## src/rtl/ctrl_multiciclo_pkg.sv

```systemverilog
// ctrl_multiciclo_pkg: state encodings, opcodes, ALUOp and mux-select codes for the multicycle control FSM
package ctrl_multiciclo_pkg;

    typedef enum logic [3:0] {
        S_RST     = 4'd0,
        S_FETCH   = 4'd1,
        S_DECODE  = 4'd2,
        S_EXEC_R  = 4'd3,
        S_JR      = 4'd4,
        S_RWB     = 4'd5,
        S_MEMADDR = 4'd6,
        S_MEMRD   = 4'd7,
        S_MEMWB   = 4'd8,
        S_MEMWR   = 4'd9,
        S_BRANCH  = 4'd10,
        S_EXEC_I  = 4'd11,
        S_IWB     = 4'd12,
        S_JUMP    = 4'd13,
        S_JAL     = 4'd14,
        S_EXC     = 4'd15
    } state_t;

    localparam logic [5:0] OP_RTYPE = 6'b000000;
    localparam logic [5:0] OP_LW    = 6'b100011;
    localparam logic [5:0] OP_SW    = 6'b101011;
    localparam logic [5:0] OP_BEQ   = 6'b000100;
    localparam logic [5:0] OP_BNE   = 6'b000101;
    localparam logic [5:0] OP_J     = 6'b000010;
    localparam logic [5:0] OP_JAL   = 6'b000011;
    localparam logic [5:0] OP_ADDI  = 6'b001000;
    localparam logic [5:0] OP_ANDI  = 6'b001100;
    localparam logic [5:0] OP_ORI   = 6'b001101;
    localparam logic [5:0] OP_XORI  = 6'b001110;
    localparam logic [5:0] OP_SLTI  = 6'b001010;
    localparam logic [5:0] OP_SLTIU = 6'b001011;

    localparam logic [2:0] ALU_ADD   = 3'b000;
    localparam logic [2:0] ALU_SUB   = 3'b001;
    localparam logic [2:0] ALU_AND   = 3'b010;
    localparam logic [2:0] ALU_OR    = 3'b011;
    localparam logic [2:0] ALU_XOR   = 3'b100;
    localparam logic [2:0] ALU_SLT   = 3'b101;
    localparam logic [2:0] ALU_FUNCT = 3'b110;
    localparam logic [2:0] ALU_SLTU  = 3'b111;

    localparam logic [1:0] SRCB_B    = 2'b00;
    localparam logic [1:0] SRCB_4    = 2'b01;
    localparam logic [1:0] SRCB_IMM  = 2'b10;
    localparam logic [1:0] SRCB_IMM2 = 2'b11;

    localparam logic [1:0] DST_RT = 2'b00;
    localparam logic [1:0] DST_RD = 2'b01;
    localparam logic [1:0] DST_RA = 2'b10;

    localparam logic [1:0] M2R_ALU = 2'b00;
    localparam logic [1:0] M2R_MDR = 2'b01;
    localparam logic [1:0] M2R_PC  = 2'b10;

    localparam logic [1:0] PCS_ALU    = 2'b00;
    localparam logic [1:0] PCS_ALUOUT = 2'b01;
    localparam logic [1:0] PCS_JUMP   = 2'b10;
    localparam logic [1:0] PCS_A      = 2'b11;

    typedef struct packed {
        logic [2:0] alu_op;
        logic       pc_write;
        logic       i_or_d;
        logic       mem_read;
        logic       mem_write;
        logic       ir_write;
        logic       reg_write;
        logic       alu_src_a;
        logic       epc_write;
        logic [1:0] alu_src_b;
        logic [1:0] reg_dst;
        logic [1:0] mem_to_reg;
        logic [1:0] pc_source;
    } ctrl_t;

    // Undefined opcodes fall back to a NOP fetch unless the exception path is built in.
    function automatic state_t dispatch(input logic [5:0] op);
        case (op)
            OP_RTYPE:                   return S_EXEC_R;
            OP_LW, OP_SW:               return S_MEMADDR;
            OP_BEQ, OP_BNE:             return S_BRANCH;
            OP_J:                       return S_JUMP;
            OP_JAL:                     return S_JAL;
            OP_ADDI, OP_ANDI, OP_ORI,
            OP_XORI, OP_SLTI, OP_SLTIU: return S_EXEC_I;
`ifdef CTRL_EXC_EN
            default:                    return S_EXC;
`else
            default:                    return S_FETCH;
`endif
        endcase
    endfunction

    function automatic logic [2:0] alu_imm(input logic [5:0] op);
        case (op)
            OP_ANDI:  return ALU_AND;
            OP_ORI:   return ALU_OR;
            OP_XORI:  return ALU_XOR;
            OP_SLTI:  return ALU_SLT;
            OP_SLTIU: return ALU_SLTU;
            default:  return ALU_ADD;
        endcase
    endfunction

endpackage

```

## src/rtl/ctrl_multiciclo_if.sv

```systemverilog
// ctrl_multiciclo_if: control-unit <-> datapath bundle (opcode/flags in, enables/selects out)
interface ctrl_multiciclo_if;
    logic [5:0] opcode;
    logic       Jr;
    logic       Zero;
    logic       Overflow;
    logic [2:0] ALUOp;
    logic       PCWrite;
    logic       IorD;
    logic       MemRead;
    logic       MemWrite;
    logic       IRWrite;
    logic       RegWrite;
    logic       ALUSrcA;
    logic [1:0] ALUSrcB;
    logic [1:0] RegDst;
    logic [1:0] MemtoReg;
    logic [1:0] PCSource;
    logic       EPCWrite;

    modport master (
        input  opcode, Jr, Zero, Overflow,
        output ALUOp, PCWrite, IorD, MemRead, MemWrite, IRWrite, RegWrite,
               ALUSrcA, ALUSrcB, RegDst, MemtoReg, PCSource, EPCWrite
    );

    modport slave (
        output opcode, Jr, Zero, Overflow,
        input  ALUOp, PCWrite, IorD, MemRead, MemWrite, IRWrite, RegWrite,
               ALUSrcA, ALUSrcB, RegDst, MemtoReg, PCSource, EPCWrite
    );
endinterface

```

## src/rtl/ctrl_multiciclo_saidas.sv

```systemverilog
// ctrl_multiciclo_saidas: state -> control word decode (opcode only for EXEC_I ALUOp and branch sense)
import ctrl_multiciclo_pkg::*;

module ctrl_multiciclo_saidas (
    input  state_t     i_state,
    input  logic [5:0] i_opcode,
    input  logic       i_zero,
    input  logic       i_last,
    output ctrl_t      o_ctrl
);

    // Per-state control word; PC/IR loads in FETCH wait for the final memory cycle.
    always_comb begin
        o_ctrl = '0;
        case (i_state)
            S_FETCH: begin
                o_ctrl.mem_read  = 1'b1;
                o_ctrl.alu_src_b = SRCB_4;
                o_ctrl.ir_write  = i_last;
                o_ctrl.pc_write  = i_last;
            end
            S_DECODE:  o_ctrl.alu_src_b = SRCB_IMM2;
            S_EXEC_R: begin
                o_ctrl.alu_src_a = 1'b1;
                o_ctrl.alu_op    = ALU_FUNCT;
            end
            S_JR: begin
                o_ctrl.pc_write  = 1'b1;
                o_ctrl.pc_source = PCS_A;
            end
            S_RWB: begin
                o_ctrl.reg_write = 1'b1;
                o_ctrl.reg_dst   = DST_RD;
            end
            S_MEMADDR: begin
                o_ctrl.alu_src_a = 1'b1;
                o_ctrl.alu_src_b = SRCB_IMM;
            end
            S_MEMRD: begin
                o_ctrl.mem_read = 1'b1;
                o_ctrl.i_or_d   = 1'b1;
            end
            S_MEMWB: begin
                o_ctrl.reg_write  = 1'b1;
                o_ctrl.mem_to_reg = M2R_MDR;
            end
            S_MEMWR: begin
                o_ctrl.mem_write = 1'b1;
                o_ctrl.i_or_d    = 1'b1;
            end
            S_BRANCH: begin
                o_ctrl.alu_src_a = 1'b1;
                o_ctrl.alu_op    = ALU_SUB;
                o_ctrl.pc_source = PCS_ALUOUT;
                o_ctrl.pc_write  = (i_opcode == OP_BNE) ? ~i_zero : i_zero;
            end
            S_EXEC_I: begin
                o_ctrl.alu_src_a = 1'b1;
                o_ctrl.alu_src_b = SRCB_IMM;
                o_ctrl.alu_op    = alu_imm(i_opcode);
            end
            S_IWB:     o_ctrl.reg_write = 1'b1;
            S_JUMP: begin
                o_ctrl.pc_write  = 1'b1;
                o_ctrl.pc_source = PCS_JUMP;
            end
            S_JAL: begin
                o_ctrl.reg_write  = 1'b1;
                o_ctrl.reg_dst    = DST_RA;
                o_ctrl.mem_to_reg = M2R_PC;
                o_ctrl.pc_write   = 1'b1;
                o_ctrl.pc_source  = PCS_JUMP;
            end
`ifdef CTRL_EXC_EN
            S_EXC: begin
                o_ctrl.epc_write = 1'b1;
                o_ctrl.pc_write  = 1'b1;
                o_ctrl.pc_source = PCS_JUMP;
            end
`endif
            default: o_ctrl = '0;
        endcase
    end

endmodule

```

## src/rtl/ctrl_multiciclo.sv

```systemverilog
// ctrl_multiciclo: multicycle MIPS main control FSM; optional exception path via CTRL_EXC_EN
import ctrl_multiciclo_pkg::*;

module ctrl_multiciclo #(
    parameter int MEM_WAIT = 0
) (
    input  logic                clk,
    input  logic                reset,
    ctrl_multiciclo_if.master   bus
);

    localparam logic [2:0] WAIT_LOAD = 3'(MEM_WAIT);

    state_t     r_state;
    state_t     w_next;
    logic [2:0] r_wait;
    logic       w_last;
    logic       w_ovf;
    ctrl_t      w_ctrl;

    assign w_last = (r_wait == 3'd0);

`ifdef CTRL_EXC_EN
    // The ALU only flags overflow for the signed (trapping) funct codes, so R-type needs no funct check.
    assign w_ovf = bus.Overflow;
`else
    logic w_unused_ovf;
    assign w_unused_ovf = bus.Overflow;
    assign w_ovf = 1'b0;
`endif

    // State register and memory wait counter; counter reloads on every state change.
    always_ff @(posedge clk or posedge reset) begin
        if (reset) begin
            r_state <= S_RST;
            r_wait  <= '0;
        end else begin
            r_state <= w_next;
            r_wait  <= (w_next == r_state) ? r_wait - 3'd1 : WAIT_LOAD;
        end
    end

    // Next-state logic; memory states hold until the wait counter expires.
    always_comb begin
        w_next = S_FETCH;
        case (r_state)
            S_RST:     w_next = S_FETCH;
            S_FETCH:   w_next = w_last ? S_DECODE : S_FETCH;
            S_DECODE:  w_next = dispatch(bus.opcode);
            S_EXEC_R:  w_next = bus.Jr ? S_JR : (w_ovf ? S_EXC : S_RWB);
            S_MEMADDR: w_next = (bus.opcode == OP_SW) ? S_MEMWR : S_MEMRD;
            S_MEMRD:   w_next = w_last ? S_MEMWB : S_MEMRD;
            S_MEMWR:   w_next = w_last ? S_FETCH : S_MEMWR;
            S_EXEC_I:  w_next = (w_ovf && bus.opcode == OP_ADDI) ? S_EXC : S_IWB;
            default:   w_next = S_FETCH;
        endcase
    end

    ctrl_multiciclo_saidas u_saidas (
        .i_state  (r_state),
        .i_opcode (bus.opcode),
        .i_zero   (bus.Zero),
        .i_last   (w_last),
        .o_ctrl   (w_ctrl)
    );

    assign bus.ALUOp    = w_ctrl.alu_op;
    assign bus.PCWrite  = w_ctrl.pc_write;
    assign bus.IorD     = w_ctrl.i_or_d;
    assign bus.MemRead  = w_ctrl.mem_read;
    assign bus.MemWrite = w_ctrl.mem_write;
    assign bus.IRWrite  = w_ctrl.ir_write;
    assign bus.RegWrite = w_ctrl.reg_write;
    assign bus.ALUSrcA  = w_ctrl.alu_src_a;
    assign bus.ALUSrcB  = w_ctrl.alu_src_b;
    assign bus.RegDst   = w_ctrl.reg_dst;
    assign bus.MemtoReg = w_ctrl.mem_to_reg;
    assign bus.PCSource = w_ctrl.pc_source;
    assign bus.EPCWrite = w_ctrl.epc_write;

endmodule
```

## src/flat_wrapper.sv

```systemverilog
// flat-port wrapper written by rule: the top's interface ports become plain ports
module ctrl_multiciclo_flat 
#(
    parameter int MEM_WAIT = 0
)
  (clk, reset, bus_opcode, bus_Jr, bus_Zero, bus_Overflow, bus_ALUOp, bus_PCWrite, bus_IorD, bus_MemRead, bus_MemWrite, bus_IRWrite, bus_RegWrite, bus_ALUSrcA, bus_ALUSrcB, bus_RegDst, bus_MemtoReg, bus_PCSource, bus_EPCWrite);
  ctrl_multiciclo_if bus_i ();
  input  logic clk;
  input  logic reset;
  input wire logic [$bits(bus_i.opcode)-1:0] bus_opcode;
  input wire logic [$bits(bus_i.Jr)-1:0] bus_Jr;
  input wire logic [$bits(bus_i.Zero)-1:0] bus_Zero;
  input wire logic [$bits(bus_i.Overflow)-1:0] bus_Overflow;
  output wire logic [$bits(bus_i.ALUOp)-1:0] bus_ALUOp;
  output wire logic [$bits(bus_i.PCWrite)-1:0] bus_PCWrite;
  output wire logic [$bits(bus_i.IorD)-1:0] bus_IorD;
  output wire logic [$bits(bus_i.MemRead)-1:0] bus_MemRead;
  output wire logic [$bits(bus_i.MemWrite)-1:0] bus_MemWrite;
  output wire logic [$bits(bus_i.IRWrite)-1:0] bus_IRWrite;
  output wire logic [$bits(bus_i.RegWrite)-1:0] bus_RegWrite;
  output wire logic [$bits(bus_i.ALUSrcA)-1:0] bus_ALUSrcA;
  output wire logic [$bits(bus_i.ALUSrcB)-1:0] bus_ALUSrcB;
  output wire logic [$bits(bus_i.RegDst)-1:0] bus_RegDst;
  output wire logic [$bits(bus_i.MemtoReg)-1:0] bus_MemtoReg;
  output wire logic [$bits(bus_i.PCSource)-1:0] bus_PCSource;
  output wire logic [$bits(bus_i.EPCWrite)-1:0] bus_EPCWrite;
  assign bus_i.opcode = bus_opcode;
  assign bus_i.Jr = bus_Jr;
  assign bus_i.Zero = bus_Zero;
  assign bus_i.Overflow = bus_Overflow;
  assign bus_ALUOp = bus_i.ALUOp;
  assign bus_PCWrite = bus_i.PCWrite;
  assign bus_IorD = bus_i.IorD;
  assign bus_MemRead = bus_i.MemRead;
  assign bus_MemWrite = bus_i.MemWrite;
  assign bus_IRWrite = bus_i.IRWrite;
  assign bus_RegWrite = bus_i.RegWrite;
  assign bus_ALUSrcA = bus_i.ALUSrcA;
  assign bus_ALUSrcB = bus_i.ALUSrcB;
  assign bus_RegDst = bus_i.RegDst;
  assign bus_MemtoReg = bus_i.MemtoReg;
  assign bus_PCSource = bus_i.PCSource;
  assign bus_EPCWrite = bus_i.EPCWrite;
  ctrl_multiciclo #(.MEM_WAIT(MEM_WAIT)) u_core (.clk(clk), .reset(reset), .bus(bus_i));
endmodule
```

## config.mk

```make
export PLATFORM = sky130hd
export DESIGN_NAME = ctrl_multiciclo_flat
export DESIGN_NICKNAME = d
export VERILOG_FILES = /design/src/rtl/ctrl_multiciclo_pkg.sv /design/src/rtl/ctrl_multiciclo_if.sv /design/src/rtl/ctrl_multiciclo_saidas.sv /design/src/rtl/ctrl_multiciclo.sv /design/src/flat_wrapper.sv
export SDC_FILE = /design/constraint.sdc
export NUM_CORES = 1
export LEC_CHECK = 0
export ABC_AREA = 1
export BUFFER_PORTS_ARGS = -buffer_cell sky130_fd_sc_hd__buf_2
export CORE_MARGIN = 1
export CORE_UTILIZATION = 45
export DETAILED_ROUTE_END_ITERATION = 7
export GPL_TIMING_DRIVEN = 0
export PLACE_DENSITY = 0.75
export REMOVE_ABC_BUFFERS = 1
export SETUP_SLACK_MARGIN = 0.5
export SYNTH_ARGS = -nofsm -noshare
export SYNTH_HDL_FRONTEND = slang
export SYNTH_SLANG_ARGS = --single-unit
```

## constraint.sdc

```tcl
create_clock -name clk -period 1.4 [get_ports clk]
set_input_delay 0.42 -clock clk [delete_from_list [all_inputs] [get_ports clk]]
set_output_delay 0.42 -clock clk [all_outputs]
set_load 0.03 [all_outputs]
```

# After elaboration in Yosys (flattened, before gate mapping)
# Memories as Yosys holds them, arrays and structs flattened.
# Cells that the tools add are included.
[totals]
reg_bits = 7
rom_bits = 256
inputBits = 11
output_inout_bits = 19
wordCells = 56
mem_count = 1
[classes]
n_addsub = 1
n_eq_ne = 22
mux = 21
n_bitwise = 1
reduce_logical = 8
[memory_table]
columns = ["memory", "words", "width", "read_ports", "rd_ports_with_merged_regs", "wr", "line_no", "text"]
rows = [
  ["(name not given)", 64, 4, 1, 0, 0, "ctrl_multiciclo_pkg.sv:82", "case (op)"],
]
[ops]
columns = ["cell", "count"]
rows = [
  ["$eq A6 B4 Y1 const B", 5],
  ["$eq A4 B4 Y1 const B", 7],
  ["$pmux W4 S7", 1],
  ["$eq A4 B3 Y1 const B", 4],
  ["$pmux W3 S5", 1],
  ["$mux W4", 3],
  ["$pmux W2 S3", 2],
  ["$pmux W3 S3", 1],
  ["$eq A4 B2 Y1 const B", 2],
  ["$mux W1", 8],
  ["$pmux W2 S2", 2],
  ["$reduce_or A2 Y1", 4],
  ["$reduce_or A4 Y1", 2],
  ["$eq A6 B3 Y1 const B", 1],
  ["$eq A6 B6 Y1 const B", 1],
  ["$eq A4 B1 Y1 const B", 1],
  ["$eq A4 B4 Y1", 1],
  ["$logic_not A3 Y1", 1],
  ["$mux W3", 1],
  ["$pmux W1 S3", 1],
  ["$reduce_or A3 Y1", 1],
  ["$sub A3 B1 Y3 const B", 1],
  ["$mux W2", 1],
  ["$not A1 Y1", 1],
]

# Depth between registers and ports, before layout
[depth]
depth_word = 5
depth_mapped = 13
depth_no_buf = 13

# Modules after synthesis
# From an unflattened synthesis, not the netlist that was laid out.
[hier_totals]
hier_cells = 202
hier_area_um2 = 1117.3
[by_module_without_submodules]
columns = ["mod", "instances", "cells_per_inst", "area_per_inst_um2", "seq_area_each_um2"]
rows = [
  ["ctrl_multiciclo", 1, 119, 740.7, 175.2],
  ["ctrl_multiciclo_saidas", 1, 83, 376.6, 0.0],
]

# Worst setup path before layout
# No wires, ideal clock.
[synth_path]
path_kind = "reg-to-output"
start = "register u_core.r_state[3]"
end = "output port bus_PCWrite"
arrival_time_ps = 1874
required_time_ps = 980
slack_ps = -894
stages_incl_launch_ff = 5
path_buffers = 0
path_cell_list = "dfrtp_1 nand2_1 o31ai_1 nor2_1 o21ai_0"
[synth_between]
elab_chain_cells = 3
elab_cells_between_ends = 7
cone_classes = "5 x eq/ne; 1 x mux; 1 x reduce/logical"
[synth_lines]
columns = ["element", "line_no", "text"]
rows = [
  ["start: declaration", "ctrl_multiciclo.sv:14", "state_t r_state;"],
  ["start signal: assignment", "ctrl_multiciclo.sv:38", "r_state <= w_next;"],
  ["$eq A4 B4 Y1 or $eq A4 B3 Y1 (tied branches)", "ctrl_multiciclo_saidas.sv:15", "case (i_state)"],
  ["$reduce_or A3 Y1 (no line)", "--", ""],
  ["$pmux W1 S3 *", "ctrl_multiciclo_saidas.sv:15", ""],
  ["end: declaration", "flat_wrapper.sv:15", "output wire logic [$bits(bus_i.PCWrite)-1:0] bus_PCWrite;"],
]
# Mark *: on every way between the ends. The rest lies on a longest branch, timed or not.

# Final worst setup path
[layout_path]
start = "register u_core.r_state[3]"
end = "register u_core.r_wait[0]"
[layout_between]
elab_chain_cells = 4
elab_cells_between_ends = 10
cone_classes = "8 x eq/ne; 2 x mux"
[layout_lines]
columns = ["element", "line_no", "text"]
rows = [
  ["$eq A4 B4 Y1, or another cell as far along", "ctrl_multiciclo.sv:46", "case (r_state)"],
  ["$pmux W4 S7 *", "ctrl_multiciclo.sv:46", ""],
  ["net u_core.w_next[0]", "ctrl_multiciclo.sv:15", "state_t w_next;"],
  ["$eq A4 B4 Y1 *", "ctrl_multiciclo.sv:39", "r_wait <= (w_next == r_state) ? r_wait - 3'd1 : WAIT_LOAD;"],
  ["$mux W3 *", "ctrl_multiciclo.sv:39", ""],
  ["end signal: assignment", "ctrl_multiciclo.sv:39", ""],
  ["end: declaration", "ctrl_multiciclo.sv:16", "logic [2:0] r_wait;"],
]
# The timed path passes the listed nets; every way through them passes the cells marked *.

==> run_results.csv <==
group,metric,value,unit
outcome,outcome,"finished with violations",
outcome,violations,"setup timing",
logic_synthesis,synth.area.mux_share,0,%
route,first_iter_violations,109,
sta,fmax,0.4823,GHz
setup_path,path_buf_inv,4,
route,drc,0,
logic_synthesis,yosysMostFrequentCell,"nand2_1",
route,avgViaCountPerCell,5.984,
finish,antennaDiodeCount,0,
logic_synthesis,synth_cells,165,
sta,final.setup.worst_slack,-0.6735,ns
sta,setup-violations-final,25,
route,antenna_left,0,
logic_synthesis,synthTopCellsByArea,"nand2_1 20%, dfrtp_1 18%, ha_1 10%",
clocking,clkLatencyLatePin,0.27,ns
setup_path,crit_type,"flip-flop to flip-flop",
hold_path,hold_path_class,"input port to async pin",
grt,grt_max_degree,8,
logic_synthesis,yosys.area_share.simple,45.80,%
floorplanning,die-area,2307,um^2
logic_synthesis,synth_compound_area_share,11.02,%
clocking,cts_max_path_buffers,2,
grt,grt_pass1_wl,4.830,mm
setup_path,startpoint_type,"flip-flop",
logic_synthesis,synth_top_family_by_area,"simple AND/OR/NAND/NOR gates",
route,drtPass1Iterations,4,
logic_synthesis,yosys-top-cells-count,"51 x nand2_1, 25 x inv_1, 23 x nor2_1",
power_and_ir_drop,ir_drop,1692,uV
clocking,h-tree-depth,1,
setup_path,cpMostUsedCell,"buf_6",
floorplanning,die_x,48.03,um
grt,grt-ovfl-total,0,
logic_synthesis,ys_ff_latch,7,
clocking,clkSlewWorstSetupHoldPaths,0.07,ns
clocking,numCtsBuffers,3,
route,routed_wl,4.660,mm
sta,fin_crit,2.073,ns
placement,dpl_cell_area,1107,um^2
placement,hpwl,1.869,mm
finish,syn_to_final_growth,79.66,%
logic_synthesis,async_flop_share,100.0,%
sta,setup_tns,-11.12,ns
setup_path,crit_family,"simple AND/OR/NAND/NOR gates",
sta,whs,0.06241,ns
sta,slew_viol_final,0,
floorplanning,initial_core_util,48.11,%
clocking,cts_hold_buffers,0,
logic_synthesis,ys_seq_area_share,18.37,%
route,vias,1478,
logic_synthesis,syn_area,953.4,um^2
finish,drive_gt1_share,59.55,%
setup_path,slowest_delay,0.46,ns
floorplanning,core-area,1982,um^2
floorplanning,num_io_pins,30,
logic_synthesis,synth_warnings,0,
setup_path,end_kind,"flip-flop",
grt,track_usage,29.62,%
logic_synthesis,yosysUniqueCellTypes,25,
setup_path,crit_arrival,2.26,ns
floorplanning,num_rows,16,
sta,timing.final.crit_share,148.1,%
setup_path,critPathMaxFanout,6,
finish,final_nets,240,
finish,multi_input_area,890.9,um^2
logic_synthesis,synthXorXnorAreaFrac,0.9186,%
sta,clock-skew-final,0.01822,ns
clocking,root_buffer,"clkbuf_4",
setup_path,rr_worst_depth,14,
setup_path,reg2reg_from,"u_core.r_state[3]",
grt,antenna_found_initial,0,
logic_synthesis,synthesis.area_per_instance,5.778,um^2
grt,grt_pass1_vias,1180,
setup_path,reg2reg_slack,-0.67,ns
finish,fillers,90,
sta,grt_setup_unrepaired,"yes",
logic_synthesis,synth_top_area_share,20.08,%
logic_synthesis,synth-edff-count,0,
sta,hold_violations,0,
setup_path,timing.rr.end,"u_core.r_wait[0]",
placement,gp_congestion,0.8977,
power_and_ir_drop,power_density,2278,nW/um^2
setup_path,slowest_stage,"dfrtp_2",
clocking,cts_tree,"built",
finish,final_cell_area,1713,um^2
placement,port-buffer-count,27,
logic_synthesis,ys.flop_type,"dfrtp_1",
route,wl_per_cell,18.87,um
logic_synthesis,yosys.area.top_type,"nand2_1",
clocking,cts_sinks,7,
setup_path,path_cells,"buf_4 -> nor2_4 -> buf_6 -> buf_6 -> buf_6 -> nand3_2 -> nand2_1 -> nor2_2 -> nand3_2 -> nand2_2 -> nand2_1 -> nor2_1 -> nand2_2 -> nor2_2",
placement,place_ws,-0.6186,ns
logic_synthesis,yosys.area_share.adder,10.50,%
power_and_ir_drop,p_leak,0.8718,nW
finish,seqCellArea,180.2,um^2
job,cap_violations,0,
setup_path,cp.required,1.59,ns
floorplanning,die_h,48.03,um
## metal layers
layer  wire length (um)  up-vias  share of wire, %  global-route usage, %
met5                  0        -                 0                      0
met1               1635      669                35                  31.46
met3                547       31                12                  7.547
li1                   -      635                 -                      -
met4                227        0               4.9                  11.11
met2               2249      143                48                  55.41
## kinds of logic after synthesis
group,Yosys count
and+or+nand+nor,100
other,1
xor gates and xnor gates,1
AOI/OAI and AO/OA,17
adders and majority gates,8
buffers and inverters,31
DFF,7
## where the power goes
part / switching (W) / internal (W) / total [W]
clock network: 0.0000877 / 0.000109 / 0.000197
logic: 0.00190 / 0.00136 / 0.00326
registers: 0.000153 / 0.000294 / 0.000447
total: 0.00214 / 0.00176 / 0.00390
## area by class of cell
class	instances	area share, %
flip-flops and latches	7	10.52
inverters	29	7.085
repair buffers	53	26.88
well taps	27	1.972
clock buffers	4	1.534
multi-input cells	127	52.01
## placed cells by master (no fill, tap or decap), drive strengths merged
cell / Yosys / routed
o2111ai: 1 / 1
conb: 1 / 1
buf: 2 / 53
o22ai: 1 / 1
o21ai: 5 / 5
xnor2: 1 / 1
clkbuf: 0 / 4
inv: 29 / 28
o211ai: 1 / 1
a31oi: 2 / 2
clkinv: 0 / 1
ha: 8 / 8
nand4: 4 / 4
a311oi: 1 / 1
a21oi: 5 / 5
nor2: 28 / 28
nand2: 53 / 53
dfrtp: 7 / 7
o31ai: 1 / 1
nand3: 15 / 15
## worst max-delay path by stage
stage / from / to / cells after the start
2_1_floorplan: u_core.r_state[2] / bus_PCWrite / 4
3_3_place_gp: bus_opcode[1] / bus_ALUOp[0] / 8
3_5_place_dp: bus_opcode[1] / bus_ALUOp[0] / 8
4_1_cts: u_core.r_state[3] / bus_PCWrite / 7
5_1_grt: u_core.r_state[3] / u_core.r_wait[0] / 14
6_report: u_core.r_state[3] / u_core.r_wait[0] / 14
## sequential cells by signal (all words and copies together), names as in the netlist
register and flops:
u_core.r_state 4, u_core.r_wait 3
## through the flow
stage,util [%],instances,power (W)
2_1_floorplan,-,163,0.001627
3_3_place_gp,55.87,217,0.001979
3_5_place_dp,55.87,217,0.002006
4_1_cts,74.05,238,0.002946
5_1_grt,86.43,247,0.004135
6_report,86.43,247,0.003903
## worst reg2reg max path, delay by kind of cell, from the launching register on
kind | cells | cell delay (ns)
simple gates | 10 | 1.07
buf+inv | 4 | 0.50
flops | 1 | 0.46
## timing repair
action / 4_1_cts / 5_1_grt
pin swaps: 21 / 15
gates cloned: 0 / 0
buffers inserted: 17 / 9
endpoints found under the setup margin: 25 / 25
resized for setup: 71 / 52
(Power assumes the default switching activity.)
